$ cat config.mk
export PLATFORM = sky130hd
export DESIGN_NAME = alu_mb_seq_flat
export DESIGN_NICKNAME = d
export VERILOG_FILES = /design/src/rtl/alu_seq_pkg.sv /design/src/rtl/alu_mb_seq_if.sv /design/src/rtl/alu_seq_opmap.sv /design/src/rtl/alu_mb_seq.sv /design/src/flat_wrapper.sv
export SDC_FILE = /design/constraint.sdc
export NUM_CORES = 1
export LEC_CHECK = 0
export BUFFER_PORTS_ARGS = -buffer_cell sky130_fd_sc_hd__buf_2
export CORE_ASPECT_RATIO = 0.5
export CORE_MARGIN = 2
export CORE_UTILIZATION = 59
export DETAILED_ROUTE_END_ITERATION = 10
export PLACE_DENSITY = 0.85
export SLEW_MARGIN = 10
export SYNTH_ARGS = -nofsm -noshare
export SYNTH_HDL_FRONTEND = slang
export SYNTH_SLANG_ARGS = --single-unit
$ cat constraint.sdc
create_clock -name clk -period 2.8 [get_ports clk]
set_input_delay 0.42 -clock clk [delete_from_list [all_inputs] [get_ports clk]]
set_output_delay 0.42 -clock clk [all_outputs]
set_load 0.02 [all_outputs]
$ cat src/rtl/alu_seq_pkg.sv
// alu_seq_pkg -- shared definitions for the multi-byte ALU sequencer.
//   SEL_* : 8-bit ALU select codes, also used as the wide-operation OP codes
//   state_t : sequencer FSM states
//   op_supported / op_desc / op_norec / op_rot : per-OP classification helpers
// Optional macro: ALU_SEQ_ROT_EN enables the ROL/ROR wide operations.
package alu_seq_pkg;

  localparam logic [3:0] SEL_ADD  = 4'd0;
  localparam logic [3:0] SEL_ADDC = 4'd1;
  localparam logic [3:0] SEL_SUB  = 4'd2;
  localparam logic [3:0] SEL_SUBC = 4'd3;
  localparam logic [3:0] SEL_CMP  = 4'd4;
  localparam logic [3:0] SEL_AND  = 4'd5;
  localparam logic [3:0] SEL_OR   = 4'd6;
  localparam logic [3:0] SEL_EXOR = 4'd7;
  localparam logic [3:0] SEL_TEST = 4'd8;
  localparam logic [3:0] SEL_LSL  = 4'd9;
  localparam logic [3:0] SEL_LSR  = 4'd10;
  localparam logic [3:0] SEL_ROL  = 4'd11;
  localparam logic [3:0] SEL_ROR  = 4'd12;
  localparam logic [3:0] SEL_ASR  = 4'd13;
  localparam logic [3:0] SEL_MOV  = 4'd14;

  typedef enum logic [1:0] {S_IDLE, S_RUN, S_FIX, S_DONE} state_t;

  function automatic logic op_supported(input logic [3:0] op);
    logic ok;
    case (op)
      4'd15: ok = 1'b0;
`ifdef ALU_SEQ_ROT_EN
      SEL_ROL, SEL_ROR: ok = 1'b1;
`else
      SEL_ROL, SEL_ROR: ok = 1'b0;
`endif
      default: ok = 1'b1;
    endcase
    return ok;
  endfunction

  // Right shifts walk the bytes from the top down so the carry moves toward LSB.
  function automatic logic op_desc(input logic [3:0] op);
    return (op == SEL_LSR) || (op == SEL_ROR) || (op == SEL_ASR);
  endfunction

  // Flag-only operations: RES keeps its previous value.
  function automatic logic op_norec(input logic [3:0] op);
    return (op == SEL_CMP) || (op == SEL_TEST);
  endfunction

  function automatic logic op_rot(input logic [3:0] op);
    return (op == SEL_ROL) || (op == SEL_ROR);
  endfunction

endpackage

$ cat src/rtl/alu_mb_seq_if.sv
// alu_mb_seq_if -- byte-wide port bundle of the shared 8-bit ALU.
//   a, b, sel, cin : operands/select/carry-in driven by the sequencer
//   result, c, z   : combinational ALU outputs
//   master : sequencer side, slave : ALU side
interface alu_mb_seq_if;
  logic [7:0] a;
  logic [7:0] b;
  logic [3:0] sel;
  logic       cin;
  logic [7:0] result;
  logic       c;
  logic       z;

  modport master (output a, b, sel, cin, input result, c, z);
  modport slave  (input a, b, sel, cin, output result, c, z);
endinterface

$ cat src/rtl/alu_seq_opmap.sv
// alu_seq_opmap -- maps a wide OP to the per-byte ALU select and carry-in.
//   op         : latched wide operation code
//   first_step : high for the first byte step of the operation
//   creg       : carry/borrow captured from the previous byte step
//   cin        : latched carry-in from the request
//   sel, alu_cin : byte-step ALU select / carry-in
//   desc       : bytes are processed from the top byte down
module alu_seq_opmap
  import alu_seq_pkg::*;
(
  input  logic [3:0] op,
  input  logic       first_step,
  input  logic       creg,
  input  logic       cin,
  output logic [3:0] sel,
  output logic       alu_cin,
  output logic       desc
);

  always_comb begin
    sel     = op;
    alu_cin = 1'b0;
    desc    = op_desc(op);
    case (op)
      // ADD/SUB first step uses the no-carry form, later steps chain creg
      SEL_ADD: begin
        sel     = first_step ? SEL_ADD : SEL_ADDC;
        alu_cin = first_step ? 1'b0 : creg;
      end
      SEL_ADDC, SEL_SUBC, SEL_LSL, SEL_LSR: alu_cin = first_step ? cin : creg;
      SEL_SUB, SEL_CMP: begin
        sel     = first_step ? SEL_SUB : SEL_SUBC;
        alu_cin = first_step ? 1'b0 : creg;
      end
      SEL_TEST: sel = SEL_AND;
      // rotates run as plain shifts with a zero fill; the wrap bit is patched later
      SEL_ROL: begin
        sel     = SEL_LSL;
        alu_cin = first_step ? 1'b0 : creg;
      end
      SEL_ROR: begin
        sel     = SEL_LSR;
        alu_cin = first_step ? 1'b0 : creg;
      end
      // only the top byte needs sign replication; below it is a plain LSR
      SEL_ASR: begin
        sel     = first_step ? SEL_ASR : SEL_LSR;
        alu_cin = first_step ? 1'b0 : creg;
      end
      default: ;
    endcase
  end

endmodule

$ cat src/rtl/alu_mb_seq.sv
// alu_mb_seq -- multi-byte operation sequencer driving a shared 8-bit ALU.
//   clk, rst_n     : clock (rising edge), async active-low reset
//   start, op, cin : request; accepted only in IDLE
//   opa, opb       : 8*NBYTES-bit operands, latched on accept
//   busy, done, err: status (done/err are one-cycle pulses)
//   res, c_out, z_out : last completed result and flags
//   alu            : master side of the ALU port bundle
// Optional macro: ALU_SEQ_ROT_EN adds ROL/ROR via an extra FIX cycle.
module alu_mb_seq
  import alu_seq_pkg::*;
#(
  parameter int NBYTES = 4
) (
  input  logic                    clk,
  input  logic                    rst_n,
  input  logic                    start,
  input  logic [3:0]              op,
  input  logic                    cin,
  input  logic [NBYTES-1:0][7:0]  opa,
  input  logic [NBYTES-1:0][7:0]  opb,
  output logic                    busy,
  output logic                    done,
  output logic                    err,
  output logic [NBYTES-1:0][7:0]  res,
  output logic                    c_out,
  output logic                    z_out,
  alu_mb_seq_if.master            alu
);

  localparam int IW = (NBYTES > 1) ? $clog2(NBYTES) : 1;
  localparam logic [IW-1:0] LAST = IW'(NBYTES - 1);

  state_t                 state, state_nx;
  logic [NBYTES-1:0][7:0] a_q, b_q, work, fin_w;
  logic [3:0]             op_q;
  logic                   cin_q, creg, zacc, first;
  logic [IW-1:0]          idx;
  logic [3:0]             map_sel;
  logic                   map_cin, map_desc;
  logic                   accept, reject, last_byte;

  assign accept    = (state == S_IDLE) && start && op_supported(op);
  assign reject    = (state == S_IDLE) && start && !op_supported(op);
  assign last_byte = map_desc ? (idx == '0) : (idx == LAST);

  alu_seq_opmap u_opmap (
    .op        (op_q),
    .first_step(first),
    .creg      (creg),
    .cin       (cin_q),
    .sel       (map_sel),
    .alu_cin   (map_cin),
    .desc      (map_desc)
  );

  // ALU drive depends only on registered state, never on start
  always_comb begin
    alu.sel = '0;
    alu.cin = 1'b0;
    alu.a   = '0;
    alu.b   = '0;
    if (state == S_RUN) begin
      alu.sel = map_sel;
      alu.cin = map_cin;
      alu.a   = a_q[idx];
      alu.b   = b_q[idx];
    end
  end

  // work word with the byte currently on the ALU already merged in
  always_comb begin
    fin_w      = work;
    fin_w[idx] = alu.result;
  end

`ifdef ALU_SEQ_ROT_EN
  logic [NBYTES-1:0][7:0] fixed_w;

  // creg holds the bit shifted out of the far end; wrap it into the vacated bit
  always_comb begin
    fixed_w = work;
    if (op_q == SEL_ROL) fixed_w[0][0] = creg;
    else                 fixed_w[NBYTES-1][7] = creg;
  end
`endif

  always_comb begin
    state_nx = state;
    case (state)
      S_IDLE: if (accept) state_nx = S_RUN;
      S_RUN: if (last_byte) begin
`ifdef ALU_SEQ_ROT_EN
        state_nx = op_rot(op_q) ? S_FIX : S_DONE;
`else
        state_nx = S_DONE;
`endif
      end
`ifdef ALU_SEQ_ROT_EN
      S_FIX:  state_nx = S_DONE;
`endif
      S_DONE: state_nx = S_IDLE;
      default: state_nx = S_IDLE;
    endcase
  end

  always_ff @(posedge clk or negedge rst_n) begin
    if (!rst_n) begin
      state <= S_IDLE;
      a_q   <= '0;
      b_q   <= '0;
      work  <= '0;
      op_q  <= '0;
      cin_q <= 1'b0;
      creg  <= 1'b0;
      zacc  <= 1'b0;
      first <= 1'b0;
      idx   <= '0;
      busy  <= 1'b0;
      done  <= 1'b0;
      err   <= 1'b0;
      res   <= '0;
      c_out <= 1'b0;
      z_out <= 1'b0;
    end else begin
      state <= state_nx;
      busy  <= (state_nx != S_IDLE);
      done  <= 1'b0;
      err   <= reject;
      if (accept) begin
        a_q   <= opa;
        b_q   <= opb;
        op_q  <= op;
        cin_q <= cin;
        creg  <= 1'b0;
        zacc  <= 1'b1;
        first <= 1'b1;
        idx   <= op_desc(op) ? LAST : '0;
      end
      if (state == S_RUN) begin
        work  <= fin_w;
        creg  <= alu.c;
        zacc  <= zacc & alu.z;
        first <= 1'b0;
        idx   <= map_desc ? idx - IW'(1) : idx + IW'(1);
        // publish on the edge into DONE so res/flags are valid with the pulse
        if (last_byte && state_nx == S_DONE) begin
          done  <= 1'b1;
          if (!op_norec(op_q)) res <= fin_w;
          c_out <= alu.c;
          z_out <= zacc & alu.z;
        end
      end
`ifdef ALU_SEQ_ROT_EN
      if (state == S_FIX) begin
        done  <= 1'b1;
        res   <= fixed_w;
        c_out <= creg;
        z_out <= (fixed_w == '0);
      end
`endif
    end
  end

endmodule

$ cat src/flat_wrapper.sv
// flat-port wrapper written by rule: the top's interface ports become plain ports
module alu_mb_seq_flat import alu_seq_pkg::*;
#(
  parameter int NBYTES = 4
)
  (clk, rst_n, start, op, cin, opa, opb, busy, done, err, res, c_out, z_out, alu_a, alu_b, alu_sel, alu_cin, alu_result, alu_c, alu_z);
  alu_mb_seq_if alu_i ();
  input  logic clk;
  input  logic rst_n;
  input  logic start;
  input  logic [3:0] op;
  input  logic cin;
  input  logic [NBYTES-1:0][7:0] opa;
  input  logic [NBYTES-1:0][7:0] opb;
  output logic busy;
  output logic done;
  output logic err;
  output logic [NBYTES-1:0][7:0] res;
  output logic c_out;
  output logic z_out;
  output wire logic [$bits(alu_i.a)-1:0] alu_a;
  output wire logic [$bits(alu_i.b)-1:0] alu_b;
  output wire logic [$bits(alu_i.sel)-1:0] alu_sel;
  output wire logic [$bits(alu_i.cin)-1:0] alu_cin;
  input wire logic [$bits(alu_i.result)-1:0] alu_result;
  input wire logic [$bits(alu_i.c)-1:0] alu_c;
  input wire logic [$bits(alu_i.z)-1:0] alu_z;
  assign alu_a = alu_i.a;
  assign alu_b = alu_i.b;
  assign alu_sel = alu_i.sel;
  assign alu_cin = alu_i.cin;
  assign alu_i.result = alu_result;
  assign alu_i.c = alu_c;
  assign alu_i.z = alu_z;
  alu_mb_seq #(.NBYTES(NBYTES)) u_core (.clk(clk), .rst_n(rst_n), .start(start), .op(op), .cin(cin), .opa(opa), .opb(opb), .busy(busy), .done(done), .err(err), .res(res), .c_out(c_out), .z_out(z_out), .alu(alu_i));
endmodule
==> key figures <==
Detailed routing
  • DRC Markers: 0
  • Drt wl/cell: 17.38 um
  • Final ANT Viol Nets: 0
  • Vias per cell: 5.413
  • 1st-pass router iterations: 5
  • Vias: 4460
  • Drt first-iter violations: 231
  • Routed wire length: 14320 um

CTS
  • Clk buf depth: 2
  • CTS tree: built
  • CTS root buf: clkbuf_16
  • CTS sink count: approximately 150
  • H-tree levels: 4
  • Setup Fix Bufs, Post-CTS: 0
  • Hold buffers post-CTS: 0
  • Worst-skew pair later-pin latency: 420 ps
  • TritonCTS buffer count: 17
  • PostCTS Resize Cnt: 0
  • CTS clk-pin slew, worst paths: 60 ps

Floorplanning
  • Total core area: 0.01095 mm^2
  • IO Pins: 140
  • # rows: 27
  • Die Span Y: 78.74 um
  • Die area: 0.01208 mm^2
  • Die width: 153.5 um
  • Starting Density: 0.6022

Yosys
  • Synth unique cells: 34
  • Synth Cell Area: 0.006591 mm^2
  • Fraction of registers with async set/reset: 1.000
  • Gate Count Post-Synth: 520
  • Register area share after synthesis: 0.5505
  • Post-synth EDFFs: 0
  • Predominant post-synthesis flop cell: dfrtp_1
  • Mean Syn Cell Area: 12.68 um^2
  • Syn nets: around 600
  • Ys Warns: 0
  • #FFs+latches synth: 145

Timing
  • Clock period minus worst slack: 2640 ps
  • Clock skew: between 9 and 10 ps
  • Setup violators final: 0
  • Slew margin rel.: 0.4097
  • Slew @ Worst Pin: 885.5 ps
  • RSZ-0062 raised after global routing: no
  • Fin Setup TNS: 0 ps
  • Final hold vios: 0
  • Fmax: 378.8 MHz
  • Fin crit share: 0.9427
  • Final slew viol count: 0

Power
  • Switching share of power: 0.3711
  • Power density cells: about 1300 mW/mm^2
  • Reg power frac: 0.348
  • Worst ir drop on vdd: 0.6336 mV
  • Clk pwr share: 0.218
  • Psw: just over 4 mW
  • Leakage: 3.847 nW
  • Comb power frac: 0.434
  • Int Pwr: 6.866 mW

Outcome
  • Outcome: complete, no violations

Setup path
  • CP max FO: 15
  • CP Cell Sequence: buf_6 -> mux4_2 -> and2_1 -> buf_2
  • Required @ worst endpoint: 2380 ps
  • Worst EP arrival: about 2200 ps
  • Crit end category: output pin
  • Worst Reg-to-Reg Cells: 6
  • CP Launch Type: flip-flop
  • Critical path depth: 4
  • Worst path max stage delay: 620 ps
  • Crit path max-delay cell type: dfrtp_1
  • R2R setup slack: 470 ps
  • Top Family by Delay on Critical Path: flip-flops
  • Setup Crit Path Kind: reg2out
  • Crit path buffers/inverters: 2

Placed design
  • Placer Congestion: 0.8196
  • IO Port Bufs: 139
  • Final HPWL DP: 9245 um
  • Placed cell count: 792

Run
  • Max-cap violations: 0

Final layout
  • Layout fillers: 744
  • Area grow syn2layout: 22.86%
  • Non-Filler Instances: 824
  • Ant diodes: 0
  • Nets: 748
  • Layout cells sized above 1: 0.4728

Hold path
  • Min-delay worst type: in2async

Global route
  • First-pass GRT wire length: between 20000 and 25000 um
  • Largest net degree at the start of global routing: 70
  • GRT overflow: 0
  • GRT Total Usage: 0.2484
  • Initial antenna violation count: 0
  • Vias in the first global route: 4685
[layer usage]
metal / vias to the layer above / routed length [um] / track usage
li1: 2098 / - / -
met1: 2212 / 6117 / 0.3086
met3: 25 / 749 / 0.06659
met4: 0 / 258 / 0.09174
met5: - / 0 / 0
met2: 125 / 7196 / 0.4272
[synth_stat cells, drive strengths merged (2+ instances only)]
cell type | n | share of area
nand2 | 63 | 0.036
nor2b | 3 | 0.0028
mux2 | 83 | 0.14
mux2i | 35 | 0.053
a31oi | 2 | 0.0019
nand2b | 3 | 0.0028
mux4 | 16 | 0.055
inv | 10 | 0.0057
and2 | 16 | 0.015
a21oi | 44 | 0.050
nor3b | 3 | 0.0034
o21ai | 11 | 0.0084
nor2 | 42 | 0.026
clkbuf | 4 | 0.0023
a211oi | 2 | 0.0023
buf | 24 | 0.024
nand3 | 4 | 0.0030
dfrtp | 145 | 0.55
[area by class of cell]
cell class / instances / area (um^2) / area share
Inverter: 10 / 37.54 / 0.004635
Clock buffer: 23 / 498.0 / 0.06150
Multi-Input combinational cell: 337 / 2763 / 0.3412
Sequential cell: 145 / 3628 / 0.4481
Clock inverter: 9 / 126.4 / 0.01561
Timing Repair Buffer: 155 / 863.3 / 0.1066
Tap cell: 145 / 181.4 / 0.02240
[path summary, 6_finish.rpt]
path / end / start
max: alu_a[6] / u_core.idx[0]
min: u_core.a_q[19] / rst_n
max reg2reg: u_core.res[17] / u_core.idx[0]
min reg2reg: u_core.c_out / u_core.c_out
max in group asynchronous: u_core.res[0] / rst_n
min in group clk: u_core.c_out / alu_c
[cells in the final DEF (no fill, tap or decap), types with 3 or more instances in the layout]
master,netlist,routed
clkinv_2,0,4
nor3b_1,3,3
clkbuf_8,0,5
clkbuf_16,0,17
buf_2,16,138
a21oi_2,30,30
mux2i_1,35,35
mux4_2,16,16
nor2b_1,3,3
buf_12,0,3
o21ai_0,10,10
nand3_1,4,4
buf_4,3,12
dfrtp_1,145,145
and2_1,16,16
nand2b_1,3,3
a21oi_1,14,14
nor2_1,39,39
inv_1,10,10
bufinv_16,0,3
nand2_1,63,63
mux2_2,83,83
[metrics by stage]
step                      area (um^2)  power, mW  worst slack (ps)    util  hold WS (ps)
final                            8098      10.92             160.4  0.7398         1.319
after global routing             8098      11.56             49.81  0.7398         46.78
after CTS                        8094      10.97             32.52  0.7395         26.77
after detailed placement         7470      8.511             505.2  0.6824         455.1
after global placement           7470      8.315             530.6  0.6824         448.4
after floorplan                  6591      7.254             786.1       -         124.4
[worst reg2reg max path, cell delays in order (launching register included)]
cell and delay (ps):
dfrtp_1 540, nor4b_2 360, a32oi_1 190, o221ai_4 730, buf_12 260, nor2_1 90
a21oi_2 110
[power by group through the flow]
stage	sequential, mW	combinational [mW]	clock, mW
6_report	3.80	4.74	2.38
5_1_grt	3.92	5.14	2.50
4_1_cts	3.78	4.77	2.41
3_5_place_dp	3.81	4.71	0
3_3_place_gp	3.74	4.58	0
2_1_floorplan	3.88	3.38	0
[cells by family (layout without fill, tap and decap cells)]
family | after synthesis | count (layout) | synth area share
mux | 134 | 134 | 0.2496
flops | 145 | 145 | 0.5505
compound gates | 63 | 63 | 0.07062
buf+inv | 38 | 197 | 0.03208
fa+ha+maj | 1 | 1 | 0.001519
simple gates | 139 | 139 | 0.09567
[flip-flops by register name, indices dropped and copies added, names as in the netlist]
signal / flops
u_core.state: 2
u_core.done: 1
u_core.cin_q: 1
u_core.c_out: 1
u_core.a_q: 32
u_core.first: 1
u_core.b_q: 32
u_core.err: 1
u_core.idx: 2
u_core.busy: 1
u_core.zacc: 1
u_core.z_out: 1
u_core.creg: 1
u_core.op_q: 4
u_core.work: 32
u_core.res: 32
Power figures use the tool's default switching activity.
